<file path="src/rtl/tile_map_pkg.sv">
// Shared constants, cell codes and FSM state encoding for the tile-map write side.
package tile_map_pkg;

  localparam int GRID_W         = 20;
  localparam int GRID_H         = 15;
  localparam int WORDS_PER_ROW  = 5;
  localparam int CELLS_PER_WORD = 4;
  localparam int CELL_BITS      = 4;
  localparam int ADDR_W         = 11;
  localparam int WORD_W         = CELLS_PER_WORD * CELL_BITS;

  localparam logic [CELL_BITS-1:0] CELL_RED   = 4'h0;
  localparam logic [CELL_BITS-1:0] CELL_GREEN = 4'h1;
  localparam logic [CELL_BITS-1:0] CELL_BLUE  = 4'h2;

  typedef enum logic [2:0] {
    ST_IDLE    = 3'd0,
    ST_RD_ADDR = 3'd1,
    ST_RD_DATA = 3'd2,
    ST_WRITE   = 3'd3,
    ST_CLEAR   = 3'd4,
    ST_ERR     = 3'd5,
    ST_VERIFY  = 3'd6
  } state_t;

endpackage

</file>
<file path="src/rtl/tile_word_merge.sv">
// Replaces one 4-bit cell inside a packed 16-bit tile-map word; purely combinational.
import tile_map_pkg::*;

module tile_word_merge (
  input  logic [WORD_W-1:0]    word_i,
  input  logic [1:0]           nib_i,
  input  logic [CELL_BITS-1:0] code_i,
  output logic [WORD_W-1:0]    merged_o
);

  logic [3:0]        shamt;
  logic [WORD_W-1:0] mask;
  logic [WORD_W-1:0] ins;

  assign shamt    = {nib_i, 2'b00};
  assign mask     = 16'h000F << shamt;
  assign ins      = {12'h000, code_i} << shamt;
  assign merged_o = (word_i & ~mask) | ins;

endmodule

</file>
<file path="src/rtl/tile_map_writer.sv">
// Write-side controller for the packed tile-map BRAM: per-cell read-modify-write and bulk clear.
// Define TILE_WRITER_READBACK_EN to re-read and check each written word before signalling done.
//
// state    | meaning
// IDLE     | ready for a request; clear request has priority
// RD_ADDR  | word address presented to the BRAM read port
// RD_DATA  | read data valid; merged word registered
// WRITE    | single-cycle write of the merged word
// CLEAR    | fill one word per cycle with the replicated clear code
// ERR      | out-of-range request rejected, error pulse
// VERIFY   | (readback build) two-cycle re-read and compare
import tile_map_pkg::*;

module tile_map_writer #(
  parameter int GRID_W        = tile_map_pkg::GRID_W,
  parameter int GRID_H        = tile_map_pkg::GRID_H,
  parameter int WORDS_PER_ROW = tile_map_pkg::WORDS_PER_ROW,
  parameter int BASE_ADDR     = 0
) (
  input  logic                 i_Clk,
  input  logic                 i_Reset,
  input  logic                 i_Req_Valid,
  output logic                 o_Req_Ready,
  input  logic [4:0]           i_Cell_X,
  input  logic [3:0]           i_Cell_Y,
  input  logic [CELL_BITS-1:0] i_Cell_Code,
  input  logic                 i_Clear_Req,
  input  logic [CELL_BITS-1:0] i_Clear_Code,
  output logic [ADDR_W-1:0]    o_Bram_Addr,
  input  logic [WORD_W-1:0]    i_Bram_RData,
  output logic [WORD_W-1:0]    o_Bram_WData,
  output logic                 o_Bram_WE,
  output logic                 o_Done,
  output logic                 o_Error
);

  localparam logic [ADDR_W-1:0] BASE      = ADDR_W'(BASE_ADDR);
  localparam logic [ADDR_W-1:0] LAST_ADDR = ADDR_W'(BASE_ADDR + GRID_H * WORDS_PER_ROW - 1);
  localparam logic [ADDR_W-1:0] WPR       = ADDR_W'(WORDS_PER_ROW);

  state_t                 state_q, state_d;
  logic [ADDR_W-1:0]      addr_q, addr_d;
  logic [WORD_W-1:0]      wdata_q, wdata_d;
  logic                   we_q, we_d;
  logic                   done_q, done_d;
  logic                   err_q, err_d;
  logic [1:0]             nib_q, nib_d;
  logic [CELL_BITS-1:0]   code_q, code_d;
`ifdef TILE_WRITER_READBACK_EN
  logic                   phase_q, phase_d;
  logic                   mismatch;
`endif

  logic [ADDR_W-1:0]      req_addr;
  logic                   req_oob;
  logic [WORD_W-1:0]      merged;

  assign req_addr = BASE + ({7'd0, i_Cell_Y} * WPR) + {8'd0, i_Cell_X[4:2]};
  assign req_oob  = (i_Cell_X >= 5'(GRID_W)) || (i_Cell_Y >= 4'(GRID_H));

  tile_word_merge u_merge (
    .word_i   (i_Bram_RData),
    .nib_i    (nib_q),
    .code_i   (code_q),
    .merged_o (merged)
  );

`ifdef TILE_WRITER_READBACK_EN
  // Merged-vs-written catches the untouched nibbles; read-vs-merged catches the written one.
  assign mismatch = (merged != wdata_q) || (i_Bram_RData != merged);
`endif

  always_ff @(posedge i_Clk) begin
    if (i_Reset) begin
      state_q <= ST_IDLE;
      addr_q  <= '0;
      wdata_q <= '0;
      we_q    <= 1'b0;
      done_q  <= 1'b0;
      err_q   <= 1'b0;
      nib_q   <= '0;
      code_q  <= '0;
`ifdef TILE_WRITER_READBACK_EN
      phase_q <= 1'b0;
`endif
    end else begin
      state_q <= state_d;
      addr_q  <= addr_d;
      wdata_q <= wdata_d;
      we_q    <= we_d;
      done_q  <= done_d;
      err_q   <= err_d;
      nib_q   <= nib_d;
      code_q  <= code_d;
`ifdef TILE_WRITER_READBACK_EN
      phase_q <= phase_d;
`endif
    end
  end

  always_comb begin
    state_d = state_q;
    addr_d  = addr_q;
    wdata_d = wdata_q;
    we_d    = 1'b0;
    done_d  = 1'b0;
    err_d   = 1'b0;
    nib_d   = nib_q;
    code_d  = code_q;
`ifdef TILE_WRITER_READBACK_EN
    phase_d = phase_q;
`endif

    case (state_q)
      ST_IDLE: begin
        if (i_Clear_Req) begin
          code_d  = i_Clear_Code;
          addr_d  = BASE;
          wdata_d = {CELLS_PER_WORD{i_Clear_Code}};
          we_d    = 1'b1;
          state_d = ST_CLEAR;
        end else if (i_Req_Valid) begin
          nib_d  = i_Cell_X[1:0];
          code_d = i_Cell_Code;
          if (req_oob) begin
            err_d   = 1'b1;
            state_d = ST_ERR;
          end else begin
            addr_d  = req_addr;
            state_d = ST_RD_ADDR;
          end
        end
      end
      ST_RD_ADDR: state_d = ST_RD_DATA;
      ST_RD_DATA: begin
        wdata_d = merged;
        we_d    = 1'b1;
        state_d = ST_WRITE;
      end
      ST_WRITE: begin
`ifdef TILE_WRITER_READBACK_EN
        phase_d = 1'b0;
        state_d = ST_VERIFY;
`else
        done_d  = 1'b1;
        state_d = ST_IDLE;
`endif
      end
`ifdef TILE_WRITER_READBACK_EN
      ST_VERIFY: begin
        if (!phase_q) begin
          phase_d = 1'b1;
        end else begin
          done_d  = 1'b1;
          err_d   = mismatch;
          state_d = ST_IDLE;
        end
      end
`endif
      ST_CLEAR: begin
        if (addr_q == LAST_ADDR) begin
          done_d  = 1'b1;
          state_d = ST_IDLE;
        end else begin
          addr_d = addr_q + 1'b1;
          we_d   = 1'b1;
        end
      end
      ST_ERR: state_d = ST_IDLE;
      default: state_d = ST_IDLE;
    endcase
  end

  assign o_Req_Ready  = (state_q == ST_IDLE);
  assign o_Bram_Addr  = addr_q;
  assign o_Bram_WData = wdata_q;
  assign o_Bram_WE    = we_q;
  assign o_Done       = done_q;
  assign o_Error      = err_q;

endmodule
</file>
<file path="config.mk">
export PLATFORM = sky130hd
export DESIGN_NAME = tile_map_writer
export DESIGN_NICKNAME = d
export VERILOG_FILES = /design/src/rtl/tile_map_pkg.sv /design/src/rtl/tile_word_merge.sv /design/src/rtl/tile_map_writer.sv
export SDC_FILE = /design/constraint.sdc
export NUM_CORES = 1
export LEC_CHECK = 0
export BUFFER_PORTS_ARGS = -buffer_cell sky130_fd_sc_hd__buf_2
export CAP_MARGIN = 10
export CORE_UTILIZATION = 35
export CTS_BUF_LIST = sky130_fd_sc_hd__clkbuf_8
export DETAILED_ROUTE_END_ITERATION = 12
export GPL_TIMING_DRIVEN = 0
export PLACE_DENSITY_LB_ADDON = 0.25
export SYNTH_ARGS = -nofsm -noshare
export SYNTH_HDL_FRONTEND = slang
export SYNTH_SLANG_ARGS = --single-unit
</file>
<file path="constraint.sdc">
create_clock -name i_Clk -period 2.3 [get_ports i_Clk]
set_input_delay 0.345 -clock i_Clk [delete_from_list [all_inputs] [get_ports i_Clk]]
set_output_delay 0.345 -clock i_Clk [all_outputs]
set_load 0.01 [all_outputs]
</file>
Word level (Yosys, flattened, before mapping):

Index checks and enable logic that the tools add are counted.

* equality and inequality tests: 10
* bitwise operators: 6
* multiplexer cells: 20
* add/subtract/negate cells: 2
* divide/modulo/power cells: 0
* reductions and logical operators: 11
* order comparisons: 2
* shift operators: 2
* multipliers: 1

Operators by type and width (number)
* 11-bit two-way mux: 4
* 16-bit one-hot mux with 2 select lines: 1
* 11-bit one-hot mux with 2 select lines: 1
* 16-bit bitwise AND: 1
* 16-bit two-way mux: 1
* 16-bit NOT: 1
* 16-bit bitwise OR: 1
* 4-bit by 4-bit << shifter with 16-bit output: 1
* 4-bit by 4-bit << shifter with 16-bit output, first input constant: 1
* 3-bit two-way mux: 4
* 3-bit one-hot mux with 4 select lines: 1
* 11-bit by 1-bit adder with 11-bit output, second input constant: 1
* 11-bit by 7-bit equality test with 1-bit output, second input constant: 1
* 7-bit by 3-bit adder with 8-bit output: 1
* 4-bit two-way mux: 2
* 4-bit by 3-bit multiplier with 7-bit output, second input constant: 1
* 3-bit by 2-bit equality test with 1-bit output, second input constant: 2
* 2-bit AND reduction: 3
* 2-bit nonzero test: 3
* 5-bit greater-or-equal comparator, second input constant: 1
* 4-bit greater-or-equal comparator, second input constant: 1
* 1-bit two-way mux: 4
* 2-bit != test, second input constant: 2
* 4-bit AND reduction: 1
* other kinds (12): 14

* logic and storage cells: 62
* memory bits (read-only): 0
* memory bits (writable): 0
* memories kept: 0
* input port bits: 37
* latch bits: 0
* flip-flop bits (word level): 39

Longest topological paths before layout:

* word-level depth: 6
* gate-level depth with buffers: 9
* gate-level depth less buffers: 9

Modules after synthesis:

From an unflattened synthesis, not the netlist that was laid out.

* cell total of the unflattened synthesis: 272
* area, all modules: 2343.5 µm²

Modules (own cells, without submodules)
* tile_map_writer: cells each 252, times used 1, area each 2123.3 µm²
* tile_word_merge: cells each 20, times used 1, area each 220.2 µm²

Worst setup path after synthesis:

No wires, ideal clock.

* kind: input-to-reg
* from: input i_Cell_Y[1]
* to: register addr_q[5] (netlist: o_Bram_Addr[5])
* buffers on the path: 0
* library setup time: 124 ps
* data required time: 2176 ps
* path slack: 91 ps
* arrival time: 2085 ps
* stages on the path: 8
* cell sequence: ha_1 -> ha_1 -> ha_1 -> nor2b_1 -> o21a_1 -> or3_1 -> a41oi_1 -> a211oi_1

* longest elaborated chain between the ends: 6

Ends and longest elaborated chain
* from (decl): RTL line tile_map_writer.sv:25 `input logic [3:0] i_Cell_Y,`
* 4-bit by 3-bit multiplier with 7-bit output: RTL line tile_map_writer.sv:58 `assign req_addr = BASE + ({7'd0, i_Cell_Y} * WPR) + {8'd0, i_Cell_X[4:2]};`
* 7-bit by 3-bit adder with 8-bit output: RTL line tile_map_writer.sv:58
* 11-bit two-way mux: RTL line tile_map_writer.sv:125 `if (req_oob) begin`
* 11-bit two-way mux: RTL line tile_map_writer.sv:122 `end else if (i_Req_Valid) begin`
* 11-bit two-way mux: RTL line tile_map_writer.sv:116 `if (i_Clear_Req) begin`
* 11-bit one-hot mux with 2 select lines: RTL line tile_map_writer.sv:114 `case (state_q)`
* to (signal assigned): RTL line tile_map_writer.sv:88 `addr_q <= addr_d;`
* to (decl): RTL line tile_map_writer.sv:42 `logic [ADDR_W-1:0] addr_q, addr_d;`

Several ways; a longest one is shown, not always the timed one. The select of a mux whose other input is x is not followed.
A chain may end at the register's enable or synchronous reset.

Worst setup path after layout:

* from: register addr_q[0] (netlist: o_Bram_Addr[0])
* to: register addr_q[3] (netlist: o_Bram_Addr[3])

* longest elaborated chain between the ends: 3

Ends and longest elaborated chain (RTL line)
* 11-bit by 1-bit adder with 11-bit output / 11-bit by 7-bit equality test with 1-bit output (equally long branches): tile_map_writer.sv:165, tile_map_writer.sv:161
* 11-bit two-way mux / 2-bit != test (equally long branches)
* 11-bit one-hot mux with 2 select lines / 4-bit AND reduction (equally long branches)

Several ways; a longest one is shown, not always the timed one. The select of a mux whose other input is x is not followed.

==> out/metrics.cfg <==
[floorplanning]
die_h_um=84.07
rows=29
die_w_um=84.07
ios=68
die-area_um2=7067
start_util_pct=36.70
core-area_um2=6422

[routing]
dr.pass1.iters=8
drc=2
vias_per_cell=5.216
ant_nets=0
vias=2248
totalWireLength_um=6259
drt_iter0_drc=112
wl_per_cell_um=14.52

[place]
io_buffers=66
dp.final_hpwl_um=4795
finalWeightedCongestion=0.8063
dp_slack_ns=-0.2214
postPlaceCellArea_um2=2784

[status]
violations=DRC
outcome=finished, violations left

[finish]
multiInputGateArea_um2=1435
final_area_um2=2907
drive_gt1_share_pct=25.71
finish.utilization_pct=45.26
fillers=671
regArea_um2=780.7
area_delta_synth_final_pct=23.30
antennaDiodeCount=0
num-nets-final=405

[global_routing]
met2_usage_pct=28.17
grt-busiest-layer=met2
antenna_found_initial=0
grt_pass1_wl_um=10110
grt_max_degree=14
grt_pass1_vias=2080
grt_overflow_total=0
grt.met1_usage_pct=24.59
grt_use_met3_pct=3.858
grt_util_all_layers_pct=18.03

[logic_synthesis]
synth_area_per_cell_um2=8.449
ys_seq_elements=39
synth.largest_area_cell=dfxtp_1
yosys_warnings=0
synth_edf_count=0
yosysMostFrequentCell=nor2_1
synthTopCellsByArea=dfxtp_1 33%, ha_1 7.4%, nor2_1 7.3%
yosys.cell_types.count=45
async_reset_ff_share_pct=0
yosysSeqAreaShare_pct=33.12
synth_common_cells=46 x nor2_1, 39 x dfxtp_1, 20 x a21oi_1, 17 x mux2i_1
ys.flop_type=dfxtp_1
yosysTopAreaCellShare_pct=33.12
syn-num-nets=331
syn-instance-count=279
netlist_area_um2=2357

[critical_path]
crit_path_start=o_Bram_Addr[0]$_SDFFE_PP0P_
reg2reg_from=o_Bram_Addr[0]$_SDFFE_PP0P_
endpoint_kind=flop
cpLargestDelayFamily=compound AO/OA/AOI/OAI gates
path_buf_inv=2
r2r_setup_slack_ns=0.15
crit_end=o_Bram_Addr[3]$_SDFFE_PP0P_
path_cells=inv_1 > ha_1 > and4_4 > a2111oi_4 > buf_6 > nor2_1 > a211oi_2
worstRegToRegCells=7
worstPathRequired_ns=2.53
critical-path-max-stage-delay_ns=0.64
crit_cells=7
start_kind=flop
r2r_end=o_Bram_Addr[3]$_SDFFE_PP0P_
path_class=reg -> reg
cp_data_arrival_time_ns=2.37
cp_slowest_cell=a2111oi_4
critPathMaxFanout=10

[clocking]
postCtsSetupBuffers=0
cts_inserted_buffers=5
cts.sinks=39
clk_pin_slew_ns=0.08
cts_tree=done
cts_buffer_depth=2
cts_root_buf=clkbuf_8
htree_levels=2
clock_latency_ns=0.30

[power_and_ir_drop]
ir_worst_vdd_mv=0.3462
power_density_nw_per_um2=716.2
power.leakage_nw=1.314
power.total_mw=2.082

[timing]
fmax_ghz=0.4659
fin_crit_ns=2.146
slew_headroom_pct=45.52
fin_ws_ns=0.1535
rsz0062_at_grt=false
final.setup_skew_ns=0.004529
slew_viol_final=0
fin_setup_tns_ns=0
hold_violations=0
setup_viol=0
min_period_over_period_pct=93.33
worst_pin_slew_ns=0.8154

[flow_run]
max_cap_viol_count=0

[hold_path]
hp-class=in -> reg

[cells in the final DEF, fill, tap and decap left out, types with 2 or more instances in the layout]
master,n
a211oi_2,2
a311oi_1,9
clkbuf_8,9
a21oi_1,20
xnor2_1,5
nor3b_1,3
o21a_1,4
nand2b_1,3
dfxtp_1,39
nand2_1,16
o21ai_0,14
mux2i_1,17
buf_2,67
nand4_1,2
xor2_1,2
inv_1,6
or3_1,2
a211oi_1,15
nor3_1,9
nor2_1,46
nand3_1,10
a31oi_1,3
clkbuf_1,12
ha_1,14
[per-stage QoR]
step	hold WS [ns]	cells
floorplan	0.4889	279
global placement	0.4718	422
detailed placement	0.4798	422
CTS	0.2672	430
global route	0.2762	431
finish	0.2824	431
[worst register-to-register path: cells and delay by family (launching register included)]
family / cells / cell delay (ns)
AO/OA/AOI/OAI: 2 / 0.83
adder cells (fa/ha/maj): 1 / 0.21
buffers and inverters: 2 / 0.34
flip-flops: 1 / 0.46
AND/OR/NAND/NOR: 2 / 0.25
[worst min path at each step]
stage | cells after the start | to | from | slack, ns
floorplan | 2 | nib_q[0]$_SDFFE_PP0P_ | i_Cell_X[0] | 0.49
global placement | 2 | o_Bram_WData[2]$_SDFFE_PP0P_ | o_Bram_WData[2]$_SDFFE_PP0P_ | 0.47
CTS | 3 | nib_q[0]$_SDFFE_PP0P_ | i_Cell_X[0] | 0.27
finish | 3 | nib_q[0]$_SDFFE_PP0P_ | i_Cell_X[0] | 0.28
global route | 3 | nib_q[0]$_SDFFE_PP0P_ | i_Cell_X[0] | 0.28
detailed placement | 2 | o_Bram_WData[8]$_SDFFE_PP0P_ | o_Bram_WData[8]$_SDFFE_PP0P_ | 0.48
[flip-flops by register name, summed over array words and instances (netlist names)]
name and count:
o_Bram_WData 16, o_Bram_Addr 11, code_q 4, state_q 3, nib_q 2, o_Bram_WE 1
o_Done 1, o_Error 1
[final cells by class]
class                      instances  area share, %
buffer                            19          4.262
clock buffer                       5          2.368
clock inverter                     3          1.507
inverter                           6         0.7749
multi-input combinational        215          49.38
sequential                        39          26.86
tap                               77          3.315
timing repair buffer              67          11.54
[where the power goes]
part	internal (mW)	switching, mW	total, mW
Combinational	0.288	0.377	0.664
Clock	0.323	0.263	0.587
Sequential	0.756	0.0752	0.831
Total	1.37	0.715	2.08
[kinds of logic after synthesis]
group,synth area share [%]
adder cells (fa/ha/maj),8.280
XOR/XNOR,2.601
buffers and inverters,6.210
AO/OA/AOI/OAI,22.77
multiplexers,7.696
flip-flops,33.12
AND/OR/NAND/NOR,19.32
[layer usage]
layer  share of wire (%)  wire length [um]  vias to the layer above
li1                    -                 -                     1166
met1                  48              3005                     1016
met2                  46              2863                       58
met3                 4.9               308                        8
met4                 1.3                82                        0
met5                   0                 0                        -
[what timing repair did]
item | CTS | global route
endpoints found under the setup margin | 0 | 4
hold endpoints to repair | 0 | 0
hold buffers | 0 | 0
resized for setup | 0 | 1
Power figures use the tool's default switching activity.
